--- src/rtl/fft_pkg.sv ---
// Shared types and helpers for the FFT twiddle-stage complex multiplier.
// sat_round works on a wide signed container so one function serves any parameterisation.
package fft_pkg;

    localparam int CMUL_LATENCY = 3;
    localparam int SAT_MAX_W    = 128;

    typedef struct packed {
        logic [7:0] shift;
        logic [7:0] out_width;
    } cmul_cfg_t;

    // Round half toward +inf, then clamp to a signed out_width range.
    // The returned value is sign-extended to SAT_MAX_W; o_sat flags a clamp.
    function automatic logic signed [SAT_MAX_W-1:0] sat_round(
        input  logic signed [SAT_MAX_W-1:0] sum,
        input  int                          shift,
        input  int                          out_width,
        output logic                        o_sat
    );
        logic signed [SAT_MAX_W-1:0] rounded;
        logic signed [SAT_MAX_W-1:0] max_v;
        logic signed [SAT_MAX_W-1:0] min_v;
        if (shift > 0) begin
            rounded = (sum + $signed(SAT_MAX_W'(1) << (shift - 1))) >>> shift;
        end else begin
            rounded = sum;
        end
        max_v = $signed((SAT_MAX_W'(1) << (out_width - 1)) - SAT_MAX_W'(1));
        min_v = -$signed(SAT_MAX_W'(1) << (out_width - 1));
        o_sat = 1'b0;
        if (rounded > max_v) begin
            rounded = max_v;
            o_sat   = 1'b1;
        end else if (rounded < min_v) begin
            rounded = min_v;
            o_sat   = 1'b1;
        end
        return rounded;
    endfunction

endpackage

--- src/rtl/cmul_round_sat.sv ---
// Combinational round-and-saturate for one component of the complex product.
module cmul_round_sat
    import fft_pkg::*;
#(
    parameter  int        IN_W  = 38,
    parameter  cmul_cfg_t CFG   = '{shift: 8'd15, out_width: 8'd22},
    localparam int        OUT_W = int'(CFG.out_width)
) (
    input  logic signed [IN_W-1:0]  i_sum,
    output logic signed [OUT_W-1:0] o_val,
    output logic                    o_sat
);

    logic signed [SAT_MAX_W-1:0] w_sum_ext;
    logic                        w_sat;

    always_comb begin
        w_sum_ext = {{(SAT_MAX_W-IN_W){i_sum[IN_W-1]}}, i_sum};
        w_sat     = 1'b0;
        // After clamping, the upper bits are pure sign extension, so truncation is exact.
        o_val     = OUT_W'(sat_round(w_sum_ext, int'(CFG.shift), OUT_W, w_sat));
        o_sat     = w_sat;
    end

endmodule

--- src/rtl/complex_mul_stream.sv ---
// Three-stage streaming signed complex multiplier (a * b or a * conj(b)) with rounding,
// saturation, sticky saturation flag and tag pass-through under valid/ready flow control.
module complex_mul_stream
    import fft_pkg::*;
#(
    parameter int DATA_WIDTH = 21,
    parameter int TWID_WIDTH = 16,
    parameter int OUT_WIDTH  = 22,
    parameter int SHIFT      = 15,
    parameter int TAG_WIDTH  = 8
) (
    input  logic                         clk,
    input  logic                         rst,
    input  logic                         in_valid,
    output logic                         in_ready,
    input  logic signed [DATA_WIDTH-1:0] a_r,
    input  logic signed [DATA_WIDTH-1:0] a_i,
    input  logic signed [TWID_WIDTH-1:0] b_r,
    input  logic signed [TWID_WIDTH-1:0] b_i,
    input  logic                         in_conj,
    input  logic [TAG_WIDTH-1:0]         in_tag,
    output logic                         out_valid,
    input  logic                         out_ready,
    output logic signed [OUT_WIDTH-1:0]  c_r,
    output logic signed [OUT_WIDTH-1:0]  c_i,
    output logic [TAG_WIDTH-1:0]         out_tag,
    output logic                         out_sat,
    output logic                         sat_sticky
);

    localparam int        PW  = DATA_WIDTH + TWID_WIDTH;
    localparam int        SW  = PW + 1;
    localparam cmul_cfg_t CFG = '{shift: 8'(SHIFT), out_width: 8'(OUT_WIDTH)};

    // Handshake: valid/ready. A transfer happens on a rising edge where valid and ready are
    // both high. The whole pipe advances together (w_adv); in_ready equals w_adv and never
    // looks at in_valid, and outputs stay frozen while out_valid is high and out_ready low.
    logic w_adv;

    logic                  r_v1;
    logic                  r_v2;
    logic signed [PW-1:0]  r_p_rr;
    logic signed [PW-1:0]  r_p_ii;
    logic signed [PW-1:0]  r_p_ri;
    logic signed [PW-1:0]  r_p_ir;
    logic                  r_conj1;
    logic [TAG_WIDTH-1:0]  r_tag1;
    logic [TAG_WIDTH-1:0]  r_tag2;
    logic signed [SW-1:0]  r_sum_r;
    logic signed [SW-1:0]  r_sum_i;

    logic signed [SW-1:0]        w_rr;
    logic signed [SW-1:0]        w_ii;
    logic signed [SW-1:0]        w_ri;
    logic signed [SW-1:0]        w_ir;
    logic signed [OUT_WIDTH-1:0] w_c_r;
    logic signed [OUT_WIDTH-1:0] w_c_i;
    logic                        w_sat_r;
    logic                        w_sat_i;

    assign w_adv    = !out_valid || out_ready;
    assign in_ready = w_adv;

    // One guard bit lets the -2^(TWID_WIDTH-1) twiddle sum without wrapping.
    assign w_rr = {r_p_rr[PW-1], r_p_rr};
    assign w_ii = {r_p_ii[PW-1], r_p_ii};
    assign w_ri = {r_p_ri[PW-1], r_p_ri};
    assign w_ir = {r_p_ir[PW-1], r_p_ir};

    // Datapath registers carry no reset; only the valid bits qualify them.
    always_ff @(posedge clk) begin
        if (w_adv) begin
            r_p_rr  <= PW'(a_r) * PW'(b_r);
            r_p_ii  <= PW'(a_i) * PW'(b_i);
            r_p_ri  <= PW'(a_r) * PW'(b_i);
            r_p_ir  <= PW'(a_i) * PW'(b_r);
            r_conj1 <= in_conj;
            r_tag1  <= in_tag;
            r_sum_r <= r_conj1 ? (w_rr + w_ii) : (w_rr - w_ii);
            r_sum_i <= r_conj1 ? (w_ir - w_ri) : (w_ri + w_ir);
            r_tag2  <= r_tag1;
        end
    end

    cmul_round_sat #(
        .IN_W (SW),
        .CFG  (CFG)
    ) u_rs_r (
        .i_sum (r_sum_r),
        .o_val (w_c_r),
        .o_sat (w_sat_r)
    );

    cmul_round_sat #(
        .IN_W (SW),
        .CFG  (CFG)
    ) u_rs_i (
        .i_sum (r_sum_i),
        .o_val (w_c_i),
        .o_sat (w_sat_i)
    );

    always_ff @(posedge clk) begin
        if (rst) begin
            r_v1       <= 1'b0;
            r_v2       <= 1'b0;
            out_valid  <= 1'b0;
            c_r        <= '0;
            c_i        <= '0;
            out_tag    <= '0;
            out_sat    <= 1'b0;
            sat_sticky <= 1'b0;
        end else begin
            if (out_valid && out_ready && out_sat) begin
                sat_sticky <= 1'b1;
            end
            if (w_adv) begin
                r_v1      <= in_valid;
                r_v2      <= r_v1;
                out_valid <= r_v2;
                c_r       <= w_c_r;
                c_i       <= w_c_i;
                out_tag   <= r_tag2;
                out_sat   <= w_sat_r || w_sat_i;
            end
        end
    end

endmodule

--- config.mk ---
export PLATFORM = sky130hd
export DESIGN_NAME = complex_mul_stream
export DESIGN_NICKNAME = d
export VERILOG_FILES = /design/src/rtl/fft_pkg.sv /design/src/rtl/cmul_round_sat.sv /design/src/rtl/complex_mul_stream.sv
export SDC_FILE = /design/constraint.sdc
export NUM_CORES = 2
export LEC_CHECK = 0
export BUFFER_PORTS_ARGS = -buffer_cell sky130_fd_sc_hd__buf_2
export CAP_MARGIN = 20
export CORE_MARGIN = 1
export CORE_UTILIZATION = 50
export CTS_BUF_LIST = sky130_fd_sc_hd__clkbuf_8
export CTS_CLUSTER_DIAMETER = 60
export DETAILED_ROUTE_END_ITERATION = 8
export GPL_ROUTABILITY_DRIVEN = 0
export PLACE_DENSITY = 0.75
export SLEW_MARGIN = 25
export SYNTH_ARGS = -nofsm -noshare
export SYNTH_HDL_FRONTEND = slang
export SYNTH_SLANG_ARGS = --single-unit
--- constraint.sdc ---
create_clock -name clk -period 18.89 [get_ports clk]
set_clock_uncertainty 0.1 [all_clocks]
set_input_delay 2.8335 -clock clk [delete_from_list [all_inputs] [get_ports clk]]
set_output_delay 2.8335 -clock clk [all_outputs]
set_load 0.01 [all_outputs]
# Word level (Yosys, flattened, before mapping)
# Index checks and enable logic that the tools add are counted.
word_totals:
  ff_bits: 298
  latchBits: 0
  ram_bits: 0
  rom_bits: 0
  out_inout_bits: 56
  word_cells: 46
  mem_count: 0
op_classes:
  add_sub_neg: 6
  multipliers: 4
  div_mod_pow: 0
  magnitude_cmp: 4
  n_eq_ne: 0
  shift: 0
  muxes: 10
  bitwise_logic: 0
  reduce_logical: 5
op_table:
  columns: ["operator", "count"]
  rows:
  - ["multiplier 21 x 16 -> 37 bit", 4]
  - ["two-way mux 22 bit", 4]
  - ["adder 38 x 16 -> 39 bit, second input constant", 2]
  - ["adder 37 x 37 -> 38 bit", 2]
  - ["two-way mux 38 bit", 2]
  - ["subtractor 37 x 37 -> 38 bit", 2]
  - ["> comparator 24 x 22 -> 1 bit, second input constant", 2]
  - ["less-than comparator 24 x 22 -> 1 bit, second input constant", 2]
  - ["two-way mux 1 bit", 4]
  - ["logical AND 1 bit", 2]
  - ["logical OR 1 bit", 2]
  - ["logical NOT 1 bit", 1]

# Logic depth before layout (Yosys ltp)
logic_depth:
  depth_word: 5
  mapped_depth: 26
  mapped_depth_nobuf: 25

# Hierarchy
# From an unflattened synthesis, not the netlist that was laid out.
unflattened:
  hier_cells: 7069
  area_unflattened_um2: 65231.3
by_module_without_submodules:
  columns: ["module", "n_inst", "cells_each", "area_each_um2", "seq_area_each_um2"]
  rows:
  - ["complex_mul_stream", 1, 6837, 63629.8, 8378.0]
  - ["cmul_round_sat", 2, 116, 800.8, 0.0]

# Least setup slack after synthesis
# Ideal clock, no wire load.
synth_timing:
  path_type: "in2out"
  from: "input out_ready"
  to: "output in_ready"
  t_arrival_ns: 9.421
  required_time_ns: 15.956
  setup_slack_ns: 6.536
  cell_stages: 5
  cell_sequence: "nor2b_1 > clkbuf_1 > inv_1 > clkbuf_1 > buf_1"
synth_via:
  elab_chain_len: 1
synth_lines:
  columns: ["item", "line_no", "rtl"]
  rows:
  - ["start: declaration", "complex_mul_stream.sv:23", "input logic out_ready,"]
  - ["logical OR 1 bit", "complex_mul_stream.sv:61", "assign w_adv = !out_valid || out_ready;"]
  - ["end: declaration", "complex_mul_stream.sv:15", "output logic in_ready,"]
# Every way passes these cells.

# Worst setup path in the final report
layout_timing:
  from: "input b_i[15]"
  to: "register r_p_ri[35], data pin"
layout_via:
  elab_chain_len: 1
layout_lines:
  columns: ["item", "line_no", "rtl"]
  rows:
  - ["start: declaration", "complex_mul_stream.sv:19", "input logic signed [TWID_WIDTH-1:0] b_i,"]
  - ["multiplier 21 x 16 -> 37 bit", "complex_mul_stream.sv:75", "r_p_ri <= PW'(a_r) * PW'(b_i);"]
  - ["end signal: assignment", "complex_mul_stream.sv:75", null]
  - ["end: declaration", "complex_mul_stream.sv:44", "logic signed [PW-1:0] r_p_ri;"]
# Every way passes these cells.
# A chain may end at the register's enable or synchronous reset.

==> results.cfg <==
[synth]
syn_inst = 6746
syn_area_per_cell_um2 = 9.254
synthMuxAreaShare = 0.0005011
yosysWarnings = 0
synth-edff-count = 213
ys_types = 71
yosys.area_share.simple = 0.1512
synthAdderAreaFrac = 0.5149
synth_top_family_by_area = adder cells
seq_area_frac_synth = 0.1207
async_reset_ff_frac = 0
syn_area_um2 = 62420
synth_seq_cells = 270
synth-compound-area-share = 0.05943
synth_xor_area_frac = 0.04307
synth_nets = 8605
synthFlopType = edfxtp_1

[timing]
max-slew-margin-rel = 0.2594
rsz0062_at_grt = false
setup_tns_ns = 0
hold_viol_final = 0
period_minus_slack_ns = 9.988
worstMarginPinSlew_ns = 1.111
hold-worst-slack_ns = 0.3175
period_share = 0.5288
fmax_mhz = 100.1
setup_violations = 0
drv_slew = 0

[critical_path]
critPathRequiredTime_ns = 19.21
cpLargestDelayFamily = adder cells
cp_max_fo = 18
crit_buf_inv = 6
cp_slowest_cell = a2111oi_0
path_class = in -> reg
r2r-start = r_p_ii[5]
arrival_ns = 10.31
critPathCaptureType = register
cp-start-kind = primary input
startpoint = b_i[15]
path_cells = buf_2 > buf_4 > inv_1 > buf_4 > nor2_1 > fa_1 > fa_1 > fa_1 > fa_1 > fa_1 > inv_1 > fa_1 > inv_1 > ha_1 > a21o_1 > a21o_1 > a21oi_1 > o21ai_0 > a2111oi_0 > o31ai_1 > a21o_1 > a21oi_1 > o21ai_0 > xor2_1
crit_path_max_incr_delay_ns = 0.89
path_common_cell = fa_1

[place]
port_buffers = 142
placed_cells = 8270
place_hpwl_um = 117700

[finish]
n_fill_cell = 10950
drive_gt1_frac = 0.04294
fin_cells = 8369
final_nets = 8546
layout_common_cells = inv_1, fa_1, nand2_1, and2_1, ha_1
synthToLayoutAreaGrowth_pct = 4.895
final_common_cell = inv_1
final_core_util = 0.5289

[global_routing]
grt_use_total = 0.2525
antenna_found_initial = 10
met1_usage = 0.3330
gr-total-overflow = 0
grt_pass1_wl_um = 252400
grtUsageMet3 = 0.04544
grt_max_degree = 81
met2_usage = 0.4110
grt_pass1_vias = 48430
busiest_layer = met2

[routing]
avgViaCountPerCell = 5.443
drc = 28
drt_iter0_markers = 3482
vias = 45550
wl_per_cell_um = 18.28
detail-route-antenna-nets = 0
drt_wl_total_um = 153000
first_pass_iters = 7

[clock_tree]
cts.path.max_buffers = 3
htreeDepth = 2
cts_tree = yes
clk_latency_ns = 0.68
ctsResizeCount = 0
cts_inserted_buffers = 51
cts_setup_buffers = 0
cts_root_buf = clkbuf_8
path_clk_slew_ns = 0.06
clkSinkCount = 270
hold_buffers = 0

[floorplanning]
die_w_um = 355.3
io_pins = 143
dieArea_um2 = 126300
initial_core_util = 0.5042
die_y_um = 355.3
num_rows = 129
core_region_area_um2 = 123800

[min_path]
hold_path_class = reg -> reg
hold_start = r_tag1[3]

[outcome]
violations = DRC
status = finished, violations left

[job]
maxCapViolations = 0
[sequential cells by signal, indices dropped and copies added (netlist names), 8 cells and up]
signal   cells
r_tag2       8
c_i         22
c_r         22
r_p_ir      37
r_tag1       8
r_p_ri      37
r_sum_i     24
out_tag      8
r_p_ii      37
r_sum_r     24
r_p_rr      37
[area by class of cell]
class                   instances  area, µm²  share of cell area
multi-input cells            4643      48050              0.7337
diodes                          2      5.005          0.00007643
flip-flops and latches        270       7537              0.1151
repair buffers                181       1020             0.01557
well taps                    1637       2048             0.03128
clock inverters                43      306.5            0.004681
clock buffers                  53      729.5             0.01114
inverters                    1540       5788             0.08839
[logic make-up (layout without fill, tap and decap cells)]
logic type	Yosys count	count (layout)
adder cells (fa/ha/maj)	1772	1772
multiplexers	3	3
other	0	2
buffers and inverters	1833	1817
XOR/XNOR	307	307
AND/OR/NAND/NOR	1984	1984
flip-flops	270	270
AO/OA/AOI/OAI	577	577
[layer usage]
| metal | vias to the layer above | wire [µm] |
|---|---|---|
| met5 | - | 108 |
| met4 | 18 | 7014 |
| met3 | 389 | 13530 |
| met2 | 1974 | 71960 |
| met1 | 23040 | 60400 |
| li1 | 20130 | - |
[cells in the mapped netlist (10+ instances only)]
| master | number | share of area |
|---|---|---|
| a211oi_1 | 44 | 0.0053 |
| a21o_1 | 89 | 0.011 |
| a21oi_1 | 213 | 0.017 |
| a31o_2 | 10 | 0.0014 |
| a31oi_1 | 15 | 0.0015 |
| and2_1 | 522 | 0.052 |
| and3_1 | 39 | 0.0039 |
| clkbuf_1 | 289 | 0.017 |
| dfxtp_1 | 57 | 0.018 |
| edfxtp_1 | 213 | 0.10 |
| fa_1 | 1328 | 0.43 |
| ha_1 | 444 | 0.089 |
| inv_1 | 1540 | 0.093 |
| nand2_1 | 855 | 0.051 |
| nand2b_1 | 42 | 0.0042 |
| nand3_1 | 53 | 0.0042 |
| nand4_1 | 15 | 0.0015 |
| nor2_1 | 288 | 0.017 |
| nor2b_1 | 27 | 0.0027 |
| nor3_1 | 85 | 0.0068 |
| nor4_1 | 13 | 0.0013 |
| o211ai_1 | 10 | 0.0012 |
| o21a_1 | 21 | 0.0025 |
| o21ai_0 | 85 | 0.0068 |
| o21bai_1 | 22 | 0.0026 |
| o31ai_1 | 10 | 0.0012 |
| or3_1 | 14 | 0.0014 |
| xnor2_1 | 212 | 0.030 |
| xor2_1 | 95 | 0.013 |
[metrics by stage]
step / setup WS, ns / cell area [µm²]
CTS: 9.113 / 65460
global placement: 8.513 / 64400
finish: 8.902 / 65480
global route: 8.645 / 65480
detailed placement: 8.395 / 64420
floorplan: 6.536 / 62420
[worst paths after layout]
path | endpoint | slack [ns] | cells past startpoint
worst max-delay path | r_p_ri[35] | 8.90 | 24
worst min-delay path | r_tag2[3] | 0.32 | 0
worst max register to register | r_sum_r[33] | 12.76 | 15
worst min register to register | r_tag2[3] | 0.32 | 0
Power is not shown: default switching activity piles up to over one toggle a cycle in this logic, so the estimate is an artifact.
